--- config.mk ---
export PLATFORM = sky130hd
export DESIGN_NAME = q3_13_to_q2_14_q4_12_conv
export DESIGN_NICKNAME = d
export VERILOG_FILES = /design/src/rtl/q3_13_to_q2_14_q4_12_conv.sv
export SDC_FILE = /design/constraint.sdc
export NUM_CORES = 1
export LEC_CHECK = 0
export ABC_AREA = 1
export BUFFER_PORTS_ARGS = -buffer_cell sky130_fd_sc_hd__buf_2
export CORE_ASPECT_RATIO = 0.75
export CORE_MARGIN = 4
export CORE_UTILIZATION = 55
export DETAILED_ROUTE_END_ITERATION = 7
export PLACE_DENSITY = 0.84
export SYNTH_ARGS = -nofsm -noshare
export SYNTH_HDL_FRONTEND = slang
export SYNTH_SLANG_ARGS = --single-unit
--- constraint.sdc ---
create_clock -name clk -period 3.55 [get_ports clk]
set_clock_uncertainty 0.2 [all_clocks]
set_input_delay 0.355 -clock clk [delete_from_list [all_inputs] [get_ports clk]]
set_output_delay 0.355 -clock clk [all_outputs]
set_load 0.05 [all_outputs]
--- src/rtl/q3_13_to_q2_14_q4_12_conv.sv ---
`default_nettype none
// ============================================================================
// Module   : q3_13_to_q2_14_q4_12_conv
// Brief    : Two-stage valid/ready pipeline that re-expresses a Q(3,13)
//            sample as a saturated Q(2,14) value and a Q(4,12) value
//            (round half-up or truncate), and counts saturated bundles.
// Revision : 1.0 - initial release
// ============================================================================
module q3_13_to_q2_14_q4_12_conv #(
  parameter int unsigned ROUND_EN  = 1,
  parameter int unsigned SAT_CNT_W = 8
) (
  input  logic                 clk,
  input  logic                 rst_n,
  input  logic                 in_valid,
  output logic                 in_ready,
  input  logic [15:0]          in_data,
  output logic                 out_valid,
  input  logic                 out_ready,
  output logic [15:0]          q2_14_out,
  output logic [15:0]          q4_12_out,
  output logic                 sat_flag,
  output logic                 lsb_lost,
  output logic [SAT_CNT_W-1:0] sat_count,
  input  logic                 clr_count
);

  localparam logic [SAT_CNT_W-1:0] c_CNT_ONE = {{(SAT_CNT_W-1){1'b0}}, 1'b1};

  // Stage 1 (compute) and stage 2 (output) registers
  logic                 r_s1_valid;
  logic [15:0]          r_s1_q2;
  logic [15:0]          r_s1_q4;
  logic                 r_s1_sat;
  logic                 r_s1_lsb;
  logic                 r_s2_valid;
  logic [15:0]          r_s2_q2;
  logic [15:0]          r_s2_q4;
  logic                 r_s2_sat;
  logic                 r_s2_lsb;
  logic [SAT_CNT_W-1:0] r_sat_count;

  logic                 w_s2_load;
  logic                 w_s1_load;
  logic                 w_in_fire;
  logic                 w_out_fire;
  logic                 w_sat;
  logic [15:0]          w_q2;
  logic [15:0]          w_q4;

  // Stage 2 accepts whenever it is empty or its bundle leaves this cycle;
  // stage 1 accepts whenever it is empty or it is moving into stage 2.
  // in_ready therefore depends only on registered state, out_ready and rst_n.
  assign w_s2_load  = !r_s2_valid || out_ready;
  assign w_s1_load  = !r_s1_valid || w_s2_load;
  assign in_ready   = rst_n && w_s1_load;
  assign w_in_fire  = in_valid && in_ready;
  assign w_out_fire = r_s2_valid && out_ready;

  // Doubling fits in 16 bits only when the top two bits agree
  assign w_sat = in_data[15] ^ in_data[14];
  assign w_q2  = w_sat ? (in_data[15] ? 16'h8000 : 16'h7FFF)
                       : {in_data[14:0], 1'b0};

  // Halving: (x + 1) >>> 1 equals (x >>> 1) + x[0], which keeps the sum
  // inside 16 bits because x >>> 1 never exceeds 0x3FFF.
  generate
    if (ROUND_EN != 0) begin : g_round
      assign w_q4 = {in_data[15], in_data[15:1]} + {15'd0, in_data[0]};
    end else begin : g_trunc
      assign w_q4 = {in_data[15], in_data[15:1]};
    end
  endgenerate

  // Stage 1: capture the converted sample when the stage can take new data
  always_ff @(posedge clk) begin
    if (!rst_n) begin
      r_s1_valid <= 1'b0;
      r_s1_q2    <= 16'd0;
      r_s1_q4    <= 16'd0;
      r_s1_sat   <= 1'b0;
      r_s1_lsb   <= 1'b0;
    end else if (w_s1_load) begin
      r_s1_valid <= w_in_fire;
      r_s1_q2    <= w_q2;
      r_s1_q4    <= w_q4;
      r_s1_sat   <= w_sat;
      r_s1_lsb   <= in_data[0];
    end
  end

  // Stage 2: output register, holds its bundle while downstream stalls
  always_ff @(posedge clk) begin
    if (!rst_n) begin
      r_s2_valid <= 1'b0;
      r_s2_q2    <= 16'd0;
      r_s2_q4    <= 16'd0;
      r_s2_sat   <= 1'b0;
      r_s2_lsb   <= 1'b0;
    end else if (w_s2_load) begin
      r_s2_valid <= r_s1_valid;
      r_s2_q2    <= r_s1_q2;
      r_s2_q4    <= r_s1_q4;
      r_s2_sat   <= r_s1_sat;
      r_s2_lsb   <= r_s1_lsb;
    end
  end

  // Saturation counter: clear wins, otherwise count saturated transfers up to all-ones
  always_ff @(posedge clk) begin
    if (!rst_n) begin
      r_sat_count <= '0;
    end else if (clr_count) begin
      r_sat_count <= '0;
    end else if (w_out_fire && r_s2_sat && !(&r_sat_count)) begin
      r_sat_count <= r_sat_count + c_CNT_ONE;
    end
  end

  assign out_valid = r_s2_valid;
  assign q2_14_out = r_s2_q2;
  assign q4_12_out = r_s2_q4;
  assign sat_flag  = r_s2_sat;
  assign lsb_lost  = r_s2_lsb;
  assign sat_count = r_sat_count;

endmodule
`default_nettype wire

Word level (Yosys, flattened, before mapping)
Cells that the tools add are included.
Widths: inputs -> output; s select.
{ "op_classes": {"reduce_logical": 12, "mux": 2, "n_addsub": 2, "bitwise_logic": 2} }
{ "ops": {"columns": ["operator", "n"], "rows": [
  ["$mux 16", 2],
  ["$add 15x2->16", 1],
  ["$add 8x1->8 const B", 1],
  ["$reduce_and 8->1", 1],
  ["$logic_and 1x1->1", 5],
  ["$logic_not 1->1", 3],
  ["$logic_or 1x1->1", 2],
  ["$reduce_or 2->1", 1],
  ["$not 1->1", 1],
  ["$xor 1x1->1", 1]
]} }
{ "totals": {"output_inout_bits": 44, "elab_cells": 29, "regBits": 78, "inputBits": 21} }

Depth between registers and ports, before layout
Gate-level depths: netlist of the first run.
{ "logic_depth": {"word_depth": 5, "depth_mapped": 10, "mapped_depth_nobuf": 10} }

Worst setup path before layout of the first run
No wires, ideal clock.
{ "synth_path": {"path_kind": "flip-flop to flip-flop", "startpoint": "register r_sat_count[1], in the netlist sat_count[1]", "endpoint": "register r_sat_count[5], in the netlist sat_count[5]", "period_less_slack_ns": 1.887, "t_required_ns": 3.237, "stages_incl_launch_ff": 11, "slack_ns": 1.663, "n_path_buf": 0, "arrival_ns": 1.574, "path_cell_list": "dfxtp_1 > ha_1 > nand2_1 > nor2_2 > nand2_1 > nand2_4 > inv_2 > nand2_1 > nand2_1 > nand2_1 > nor2_1"} }
{ "synth_between": {"elab_chain_cells": 3, "word_cells_on_any_way": 4} }
{ "synth_lines": {"columns": ["item", "line_no", "source"], "rows": [
  ["from (decl)", "41", "logic [SAT_CNT_W-1:0] r_sat_count;"],
  ["from (signal assigned)", "116", "r_sat_count <= r_sat_count + c_CNT_ONE;"],
  ["parallel branches: the longest is 3 deep, another holds $add 8x1->8", null, null]
]} }
Parallel ways; which one is timed is not known.
A chain may end at the register's enable or synchronous reset.

Final worst setup path of the first run
{ "layout_path": {"startpoint": "register r_s2_valid, in the netlist out_valid", "endpoint": "output in_ready"} }
{ "layout_between": {"elab_chain_cells": 4} }
{ "layout_lines": {"columns": ["item", "line_no", "source"], "rows": [
  ["from (decl)", "36", "logic r_s2_valid;"],
  ["from (signal assigned)", "101", "r_s2_valid <= r_s1_valid;"],
  ["$logic_not 1->1", "54", "assign w_s2_load = !r_s2_valid || out_ready;"],
  ["$logic_or 1x1->1", "54", null],
  ["$logic_or 1x1->1", "55", "assign w_s1_load = !r_s1_valid || w_s2_load;"],
  ["$logic_and 1x1->1", "56", "assign in_ready = rst_n && w_s1_load;"],
  ["to (decl)", "16", "output logic in_ready,"]
]} }
No other way between the ends.

==> flow_summary.html, run 1 <==
<table>
<tr><th>Metric</th><th>Value</th></tr>
<tr><th colspan="2">Status</th></tr>
<tr><td>Outcome</td><td>complete, no violations</td></tr>
<tr><th colspan="2">Synthesis</th></tr>
<tr><td>Leading cell types by total area after synthesis</td><td>dfxtp_1 46%, nand2_1 10%, nor2_1 8.5%, o21ai_0 7.3%, inv_1 4.6%</td></tr>
<tr><td>Synthesized instance count</td><td>455</td></tr>
<tr><td>Simple-gate area share of the yosys netlist</td><td>25.38%</td></tr>
<tr><td>Proportion of synthesized chip area in sequential cells</td><td>46.45%</td></tr>
<tr><td>Unique masters post-synth</td><td>28</td></tr>
<tr><td>Syn Area/Cell</td><td>7.389 µm²</td></tr>
<tr><td>Net count of the mapped netlist</td><td>484</td></tr>
<tr><td>Synth top area share</td><td>46.45%</td></tr>
<tr><td>Syn. warnings</td><td>0</td></tr>
<tr><td>Largest family of logic cells by synthesized area</td><td>simple AND/OR/NAND/NOR gates</td></tr>
<tr><td>Count of state elements after synthesis</td><td>78</td></tr>
<tr><td>Share of the synthesized netlist area taken by xor and xnor gates</td><td>1.824%</td></tr>
<tr><td>Top cell type by total area after synthesis</td><td>dfxtp_1</td></tr>
<tr><td>Combined area of all synthesized cells</td><td>3362 µm²</td></tr>
<tr><td>Area fraction in compound gates after synthesis</td><td>14.70%</td></tr>
<tr><td>Multiplexer area fraction after synthesis</td><td>0%</td></tr>
<tr><td>Post-synthesis adder-cell area fraction</td><td>2.977%</td></tr>
<tr><th colspan="2">Clock network</th></tr>
<tr><td>CTS H-Tree Depth</td><td>3</td></tr>
<tr><td>Clock tree from TritonCTS</td><td>yes</td></tr>
<tr><td>Maximum root-to-sink buffer count</td><td>2</td></tr>
<tr><td>Number of hold buffers added after cts</td><td>0</td></tr>
<tr><td>TritonCTS Buffers</td><td>9</td></tr>
<tr><td>Post-cts gate resize count</td><td>0</td></tr>
<tr><td>Skew-Pair Late Insertion Delay</td><td>0.35 ns</td></tr>
<tr><td>CTS root buffer</td><td>clkbuf_8</td></tr>
<tr><td>Sinks on the clock net</td><td>78</td></tr>
<tr><td>Number of buffers added for setup after CTS</td><td>0</td></tr>
<tr><td>Clock input transition at the sequential cells of the worst setup and hold paths</td><td>0.08 ns</td></tr>
<tr><th colspan="2">Worst setup path</th></tr>
<tr><td>Data arrival time at the worst-slack endpoint</td><td>1.89 ns</td></tr>
<tr><td>Startpoint of the most critical setup path</td><td>out_valid</td></tr>
<tr><td>Worst reg2reg path startpoint</td><td>out_valid</td></tr>
<tr><td>Path type of the worst setup path</td><td>flip-flop to primary output</td></tr>
<tr><td>Critical path fanouts, max</td><td>45</td></tr>
<tr><td>CP Capture Type</td><td>primary output</td></tr>
<tr><td>Startpoint types</td><td>flip-flop</td></tr>
<tr><td>Req. time, crit path</td><td>2.99 ns</td></tr>
<tr><th colspan="2">Power</th></tr>
<tr><td>Power share of the clock group</td><td>33.8%</td></tr>
<tr><td>Total power of the final layout</td><td>1.867 mW</td></tr>
<tr><td>Leakage power</td><td>1.844 nW</td></tr>
<tr><td>Share of power burned in registers</td><td>51.1%</td></tr>
<tr><td>Power per Cell Area</td><td>482.2 nW/µm²</td></tr>
<tr><td>Peak VDD IR</td><td>0.3515 mV</td></tr>
<tr><td>Switch share</td><td>29.14%</td></tr>
<tr><td>Internal Power</td><td>1.323 mW</td></tr>
<tr><td>Sw Pwr</td><td>0.5439 mW</td></tr>
<tr><td>Portion of total power attributed to combinational logic</td><td>15.0%</td></tr>
<tr><th colspan="2">Timing</th></tr>
<tr><td>Setup repair after global routing missed its margin</td><td>no</td></tr>
<tr><td>Number of hold violations in the final report</td><td>0</td></tr>
<tr><td>Post-Route Setup TNS</td><td>0 ns</td></tr>
<tr><td>Share of the clock period used by the worst path</td><td>68.78%</td></tr>
<tr><td>Count of pins over their slew limit</td><td>0</td></tr>
<tr><td>Fin worst setup slack</td><td>1.108 ns</td></tr>
<tr><td>Final critical-path required period</td><td>2.442 ns</td></tr>
<tr><td>Normalized max-slew margin</td><td>71.78%</td></tr>
<tr><td>Worst hold-check slack</td><td>0.02571 ns</td></tr>
<tr><td>Setup violation total in the final timing report</td><td>0</td></tr>
<tr><td>Max Clk Rate</td><td>409.6 MHz</td></tr>
<tr><td>Slew @ Worst Pin</td><td>0.4229 ns</td></tr>
<tr><th colspan="2">Global routing</th></tr>
<tr><td>First-pass GRT wire length</td><td>12630 µm</td></tr>
<tr><td>Initial antenna violation count</td><td>0</td></tr>
<tr><td>Maximum number of pins on one net before global-route repair</td><td>46</td></tr>
<tr><td>Global-route usage over all layers</td><td>21.09%</td></tr>
<tr><td>Overall overflow remaining after global route</td><td>0</td></tr>
<tr><td>Vias in the first global route</td><td>2769</td></tr>
<tr><th colspan="2">Drt</th></tr>
<tr><td>Starting DRC count in detailed routing</td><td>169</td></tr>
<tr><td>Total via count in the routed design</td><td>3110</td></tr>
<tr><td>Per-cell via count in the routed design</td><td>5.236</td></tr>
<tr><td>Post-detailed-route DRC marker count</td><td>0</td></tr>
<tr><td>Remaining antenna violation count</td><td>0</td></tr>
<tr><td>Total Wirelength</td><td>7478 µm</td></tr>
<tr><td>Mean routed wirelength per cell</td><td>12.59 µm</td></tr>
<tr><td>Pre-antenna DRT Iters</td><td>5</td></tr>
<tr><th colspan="2">Job</th></tr>
<tr><td>Max-cap check violation count</td><td>0</td></tr>
<tr><th colspan="2">Floorplanning</th></tr>
<tr><td>Full die area</td><td>7441 µm²</td></tr>
<tr><td>Core area</td><td>5856 µm²</td></tr>
<tr><td>Initial standard-cell utilization of the core</td><td>57.41%</td></tr>
<tr><td>Floorplan row count</td><td>24</td></tr>
<tr><td>Die extent in x</td><td>98.28 µm</td></tr>
<tr><td>Vert. Die Dim</td><td>75.71 µm</td></tr>
<tr><td>I/O pins</td><td>65</td></tr>
<tr><th colspan="2">Hold path</th></tr>
<tr><td>Worst hold path startpoint</td><td>in_valid</td></tr>
<tr><td>Type of the tightest min-delay check</td><td>primary input to flip-flop</td></tr>
<tr><th colspan="2">Placement</th></tr>
<tr><td>Setup Slack @ Placement</td><td>1.348 ns</td></tr>
<tr><td>Placed Area</td><td>3684 µm²</td></tr>
<tr><td>Port Buffers</td><td>64</td></tr>
<tr><td>Cell Count Post-Placement</td><td>579</td></tr>
<tr><td>Sum of net half-perimeters after detailed placement</td><td>5204 µm</td></tr>
<tr><td>Global placer's final weighted congestion</td><td>0.8917</td></tr>
<tr><th colspan="2">Layout</th></tr>
<tr><td>Multi-input gate area in the final layout</td><td>1509 µm²</td></tr>
<tr><td>FF/Latch Area</td><td>1562 µm²</td></tr>
<tr><td>Antenna diode count</td><td>0</td></tr>
<tr><td>Filler cells</td><td>533</td></tr>
<tr><td>Core occupancy in the finished layout</td><td>66.11%</td></tr>
<tr><td>Post-synthesis to final-layout area growth</td><td>15.15%</td></tr>
<tr><td>Most frequent cells in the layout</td><td>90 x nand2_1, 78 x dfxtp_1, 76 x nor2_1</td></tr>
<tr><td>Post-route cell area</td><td>3871 µm²</td></tr>
<tr><td>Net count reported at finish</td><td>541</td></tr>
<tr><td>Fin cells</td><td>594</td></tr>
<tr><td>Commonest non-fill, non-tap cell in the layout</td><td>nand2_1</td></tr>
<tr><td>Layout cell share with drive strength beyond 1</td><td>18.80%</td></tr>
</table>
cell usage after synthesis, drive strengths merged:
cell	count
nand2	95
nor2	81
dfxtp	78
o21ai	51
inv	46
a21oi	26
nand3	18
a31oi	15
clkbuf	11
buf	9
ha	8
xor2	5
nand4	3
nor3	3
nand3b	2
xnor2	2
o211ai	1
o21a	1
registers in the layout, indices dropped and copies added (netlist names):
signal and cells:
sat_count 8, r_s1_q4 16, q2_14_out 16, q4_12_out 16, r_s1_q2 16, sat_flag 1
out_valid 1, r_s1_valid 1, lsb_lost 1, r_s1_sat 1, r_s1_lsb 1
layer usage:
| layer | up-vias | GRT usage, % | wire length (µm) |
|---|---|---|---|
| met5 | - | 0 | 0 |
| li1 | 1570 | - | - |
| met1 | 1419 | 27.30 | 3434 |
| met3 | 10 | 6.953 | 585 |
| met2 | 111 | 34.31 | 3375 |
| met4 | 0 | 6.212 | 83 |
final timing paths:
path                                     end  slack [ns]  depth (start not counted)
worst min-delay path              r_s1_valid        0.03                          2
worst min register to register  q4_12_out[8]        0.25                          2
worst max register to register    r_s1_q2[9]        1.57                          6
worst max-delay path                in_ready        1.11                          6
power by group through the flow:
stage          clock, mW  sequential [mW]  combinational, mW
2_1_floorplan          0             1.06              0.119
3_3_place_gp           0            0.973              0.275
3_5_place_dp           0            0.974              0.280
4_1_cts            0.646            0.954              0.282
5_1_grt            0.682            0.961              0.311
6_report           0.631            0.954              0.281
logic make-up after synthesis:
logic type,after synthesis
adders and majority gates,8
AOI/OAI and AO/OA,94
DFF,78
buffers and inverters,66
and+or+nand+nor,202
xor gates and xnor gates,7
critical path: stages (launching register included):
cell and delay (ns):
dfxtp_1 0.39, nand2_4 0.26, inv_6 0.29, nand2_8 0.16
nand2_1 0.14, inv_1 0.06, buf_2 0.21
cell type report:
| class | count | share of cell area (%) |
|---|---|---|
| clock buffers | 9 | 3.200 |
| inverters | 46 | 4.654 |
| clock inverters | 6 | 1.648 |
| multi-input cells | 311 | 38.98 |
| repair buffers | 66 | 8.662 |
| well taps | 78 | 2.521 |
| flip-flops and latches | 78 | 40.34 |
No activity file was read; power rests on OpenSTA's default activity.
==> run 2: changes to the inputs <==
--- a/config.mk
+++ b/config.mk
@@ -9,9 +9,9 @@
 export BUFFER_PORTS_ARGS = -buffer_cell sky130_fd_sc_hd__buf_2
 export CORE_ASPECT_RATIO = 0.75
 export CORE_MARGIN = 4
-export CORE_UTILIZATION = 55
+export CORE_UTILIZATION = 49
 export DETAILED_ROUTE_END_ITERATION = 7
-export PLACE_DENSITY = 0.84
+export PLACE_DENSITY = 0.8
 export SYNTH_ARGS = -nofsm -noshare
 export SYNTH_HDL_FRONTEND = slang
 export SYNTH_SLANG_ARGS = --single-unit
==> constraint.sdc (replaced) <==
create_clock -name clk -period 2.1 [get_ports clk]
set_clock_uncertainty 0.2 [all_clocks]
set_input_delay 0.21 -clock clk [delete_from_list [all_inputs] [get_ports clk]]
set_output_delay 0.21 -clock clk [all_outputs]
set_load 0.05 [all_outputs]
==> run 2 against run 1 <==
- cell count grew 3.7%
- largest power group unchanged
- core utilization is 3.2 points lower
- setup slack lost 0.94 ns
- final area grew 5.3%
- wire length up 9.0%
==> flow_summary.html, run 2 (synthesis results as in run 1) <==
<table>
<tr><th>Metric</th><th>Value</th></tr>
<tr><th colspan="2">Status</th></tr>
<tr><td>Outcome</td><td>complete, no violations (unchanged)</td></tr>
<tr><th colspan="2">Timing</th></tr>
<tr><td>Share of the clock period used by the worst path</td><td>91.91%</td></tr>
<tr><td>Post-Route Setup TNS</td><td>0 ns (unchanged)</td></tr>
<tr><td>Fin worst setup slack</td><td>0.1699 ns (was 1.108 ns)</td></tr>
<tr><td>Number of hold violations in the final report</td><td>0 (unchanged)</td></tr>
<tr><td>Setup violation total in the final timing report</td><td>0 (unchanged)</td></tr>
<tr><td>Normalized max-slew margin</td><td>73.94% (was 71.78%)</td></tr>
<tr><td>Final critical-path required period</td><td>1.930 ns</td></tr>
<tr><td>Worst hold-check slack</td><td>0.03655 ns (was 0.02571 ns)</td></tr>
<tr><td>Slew @ Worst Pin</td><td>0.3909 ns (was 0.4229 ns)</td></tr>
<tr><td>Max Clk Rate</td><td>518.1 MHz</td></tr>
<tr><td>Setup repair after global routing missed its margin</td><td>no (unchanged)</td></tr>
<tr><td>Count of pins over their slew limit</td><td>0 (unchanged)</td></tr>
<tr><th colspan="2">Clock network</th></tr>
<tr><td>TritonCTS Buffers</td><td>9 (unchanged)</td></tr>
<tr><td>Sinks on the clock net</td><td>78 (unchanged)</td></tr>
<tr><td>Skew-Pair Late Insertion Delay</td><td>0.36 ns (was 0.35 ns)</td></tr>
<tr><td>CTS root buffer</td><td>clkbuf_8 (unchanged)</td></tr>
<tr><td>CTS H-Tree Depth</td><td>3 (unchanged)</td></tr>
<tr><td>Clock input transition at the sequential cells of the worst setup and hold paths</td><td>0.09 ns (was 0.08 ns)</td></tr>
<tr><td>Number of buffers added for setup after CTS</td><td>0 (unchanged)</td></tr>
<tr><td>Clock tree from TritonCTS</td><td>yes (unchanged)</td></tr>
<tr><td>Maximum root-to-sink buffer count</td><td>2 (unchanged)</td></tr>
<tr><th colspan="2">Floorplanning</th></tr>
<tr><td>Die extent in x</td><td>103.6 µm (was 98.28 µm)</td></tr>
<tr><td>I/O pins</td><td>65 (unchanged)</td></tr>
<tr><td>Floorplan row count</td><td>25 (was 24)</td></tr>
<tr><td>Vert. Die Dim</td><td>79.74 µm (was 75.71 µm)</td></tr>
<tr><td>Full die area</td><td>8264 µm² (was 7441 µm²)</td></tr>
<tr><td>Initial standard-cell utilization of the core</td><td>51.92% (was 57.41%)</td></tr>
<tr><td>Core area</td><td>6475 µm² (was 5856 µm²)</td></tr>
<tr><th colspan="2">Global routing</th></tr>
<tr><td>First-pass GRT wire length</td><td>14080 µm (was 12630 µm)</td></tr>
<tr><td>Overall overflow remaining after global route</td><td>0 (unchanged)</td></tr>
<tr><td>Vias in the first global route</td><td>2988 (was 2769)</td></tr>
<tr><td>Maximum number of pins on one net before global-route repair</td><td>45 (was 46)</td></tr>
<tr><td>Initial antenna violation count</td><td>0 (unchanged)</td></tr>
<tr><td>Global-route usage over all layers</td><td>21.06% (was 21.09%)</td></tr>
<tr><th colspan="2">Power</th></tr>
<tr><td>Sw Pwr</td><td>0.9855 mW (was 0.5439 mW)</td></tr>
<tr><td>Total power of the final layout</td><td>3.267 mW (was 1.867 mW)</td></tr>
<tr><td>Switch share</td><td>30.17% (was 29.14%)</td></tr>
<tr><td>Power per Cell Area</td><td>801.6 nW/µm² (was 482.2 nW/µm²)</td></tr>
<tr><td>Leakage power</td><td>1.927 nW (was 1.844 nW)</td></tr>
<tr><td>Share of power burned in registers</td><td>49.4% (was 51.1%)</td></tr>
<tr><td>Internal Power</td><td>2.281 mW (was 1.323 mW)</td></tr>
<tr><td>Peak VDD IR</td><td>0.3998 mV (was 0.3515 mV)</td></tr>
<tr><td>Portion of total power attributed to combinational logic</td><td>15.5% (was 15.0%)</td></tr>
<tr><td>Power share of the clock group</td><td>35.1% (was 33.8%)</td></tr>
<tr><th colspan="2">Drt</th></tr>
<tr><td>Total via count in the routed design</td><td>3158 (was 3110)</td></tr>
<tr><td>Per-cell via count in the routed design</td><td>5.127 (was 5.236)</td></tr>
<tr><td>Total Wirelength</td><td>8150 µm (was 7478 µm)</td></tr>
<tr><td>Post-detailed-route DRC marker count</td><td>0 (unchanged)</td></tr>
<tr><td>Mean routed wirelength per cell</td><td>13.23 µm (was 12.59 µm)</td></tr>
<tr><td>Starting DRC count in detailed routing</td><td>196 (was 169)</td></tr>
<tr><td>Pre-antenna DRT Iters</td><td>4 (was 5)</td></tr>
<tr><td>Remaining antenna violation count</td><td>0 (unchanged)</td></tr>
<tr><th colspan="2">Hold path</th></tr>
<tr><td>Type of the tightest min-delay check</td><td>primary input to flip-flop (unchanged)</td></tr>
<tr><th colspan="2">Layout</th></tr>
<tr><td>Post-synthesis to final-layout area growth</td><td>21.21% (was 15.15%)</td></tr>
<tr><td>Layout cell share with drive strength beyond 1</td><td>18.88% (was 18.80%)</td></tr>
<tr><td>Net count reported at finish</td><td>559 (was 541)</td></tr>
<tr><td>Commonest non-fill, non-tap cell in the layout</td><td>nand2_1 (unchanged)</td></tr>
<tr><td>Most frequent cells in the layout</td><td>89 x nand2_1, 77 x dfxtp_1, 76 x nor2_1 (was 90 x nand2_1, 78 x dfxtp_1, 76 x nor2_1)</td></tr>
<tr><td>Fin cells</td><td>616 (was 594)</td></tr>
<tr><td>Antenna diode count</td><td>0 (unchanged)</td></tr>
<tr><th colspan="2">Worst setup path</th></tr>
<tr><td>Data arrival time at the worst-slack endpoint</td><td>1.52 ns (was 1.89 ns)</td></tr>
<tr><td>Startpoint types</td><td>flip-flop (unchanged)</td></tr>
<tr><td>Critical Path Slowest Stage Cell</td><td>dfxtp_2 (was dfxtp_1)</td></tr>
<tr><td>Req. time, crit path</td><td>1.69 ns (was 2.99 ns)</td></tr>
<tr><td>Critical path fanouts, max</td><td>26 (was 45)</td></tr>
<tr><td>Path type of the worst setup path</td><td>flip-flop to primary output (unchanged)</td></tr>
<tr><td>CP Capture Type</td><td>primary output (unchanged)</td></tr>
<tr><td>Cell-by-cell listing of the critical path</td><td>nand2_4, inv_8, nand2_8, nand2_2, inv_1, buf_2 (was nand2_4, inv_6, nand2_8, nand2_1, inv_1, buf_2)</td></tr>
<tr><td>CP peak stage delay</td><td>0.37 ns (was 0.39 ns)</td></tr>
<tr><th colspan="2">Placement</th></tr>
<tr><td>Port Buffers</td><td>64 (unchanged)</td></tr>
<tr><td>Sum of net half-perimeters after detailed placement</td><td>5401 µm (was 5204 µm)</td></tr>
<tr><td>Setup Slack @ Placement</td><td>0.3910 ns (was 1.348 ns)</td></tr>
<tr><td>Cell Count Post-Placement</td><td>583 (was 579)</td></tr>
<tr><td>Global placer's final weighted congestion</td><td>0.8831 (was 0.8917)</td></tr>
<tr><th colspan="2">Job</th></tr>
<tr><td>Max-cap check violation count</td><td>0 (unchanged)</td></tr>
</table>
## run 2: cell types whose count changed in the layout (fill, tap and decap cells not counted), sizes merged
cell / previous run / this run
buf: 66 / 67
inv: 46 / 49
clkinv: 3 / 1
dlygate4sd3: 0 / 17
## run 2: final timing paths
kind	startpoint	depth (start not counted)	endpoint	slack, ns
min reg2reg	r_s1_q4[12]	2	q4_12_out[12]	0.25
min	in_data[15]	5	r_s1_q4[14]	0.04
max	out_valid	6	in_ready	0.17
max reg2reg	sat_count[0]	10	sat_count[5]	0.45
## run 2: power by group through the flow
stage               Combinational (mW)  Sequential [mW]  Clock [mW]
CTS                              0.505             1.61        1.19
floorplan                        0.201             1.79           0
global placement                 0.468             1.65           0
detailed placement               0.476             1.65           0
finish                           0.506             1.61        1.15
global route                     0.556             1.63        1.26
## run 2: stage by stage
step / area (µm²) / utilization, %
2_1_floorplan: 3362 / -
3_3_place_gp: 3695 / 57.06
3_5_place_dp: 3695 / 57.06
4_1_cts: 4069 / 62.84
5_1_grt: 4075 / 62.94
6_report: 4075 / 62.94
## run 2: critical path, delay by kind of cell, from the launching register on
kind                   cells  cell delay (ns)
buffers and inverters      3             0.42
flip-flops                 1             0.37
AND/OR/NAND/NOR            3             0.35
## run 2: final cells by class
class	count	area [µm²]
clock buffers	9	123.9
clock inverters	7	80.08
fillers	612	2400
inverters	46	182.7
multi-input cells	311	1511
flip-flops and latches	78	1563
well taps	81	101.3
repair buffers	84	513.0
## run 2: per-layer routing
layer	vias to the layer above	part of all wire [%]	track usage (%)
met5	-	0	0
met4	0	0.61	6.242
met3	6	6.3	7.680
met2	96	46	33.49
met1	1451	47	27.04
li1	1605	-	-
## run 2: timing repair
action	CTS	global route
gates resized for setup	0	3
hold buffers	17	0
endpoints found under the hold margin	33	0
endpoints found under the setup margin	0	1
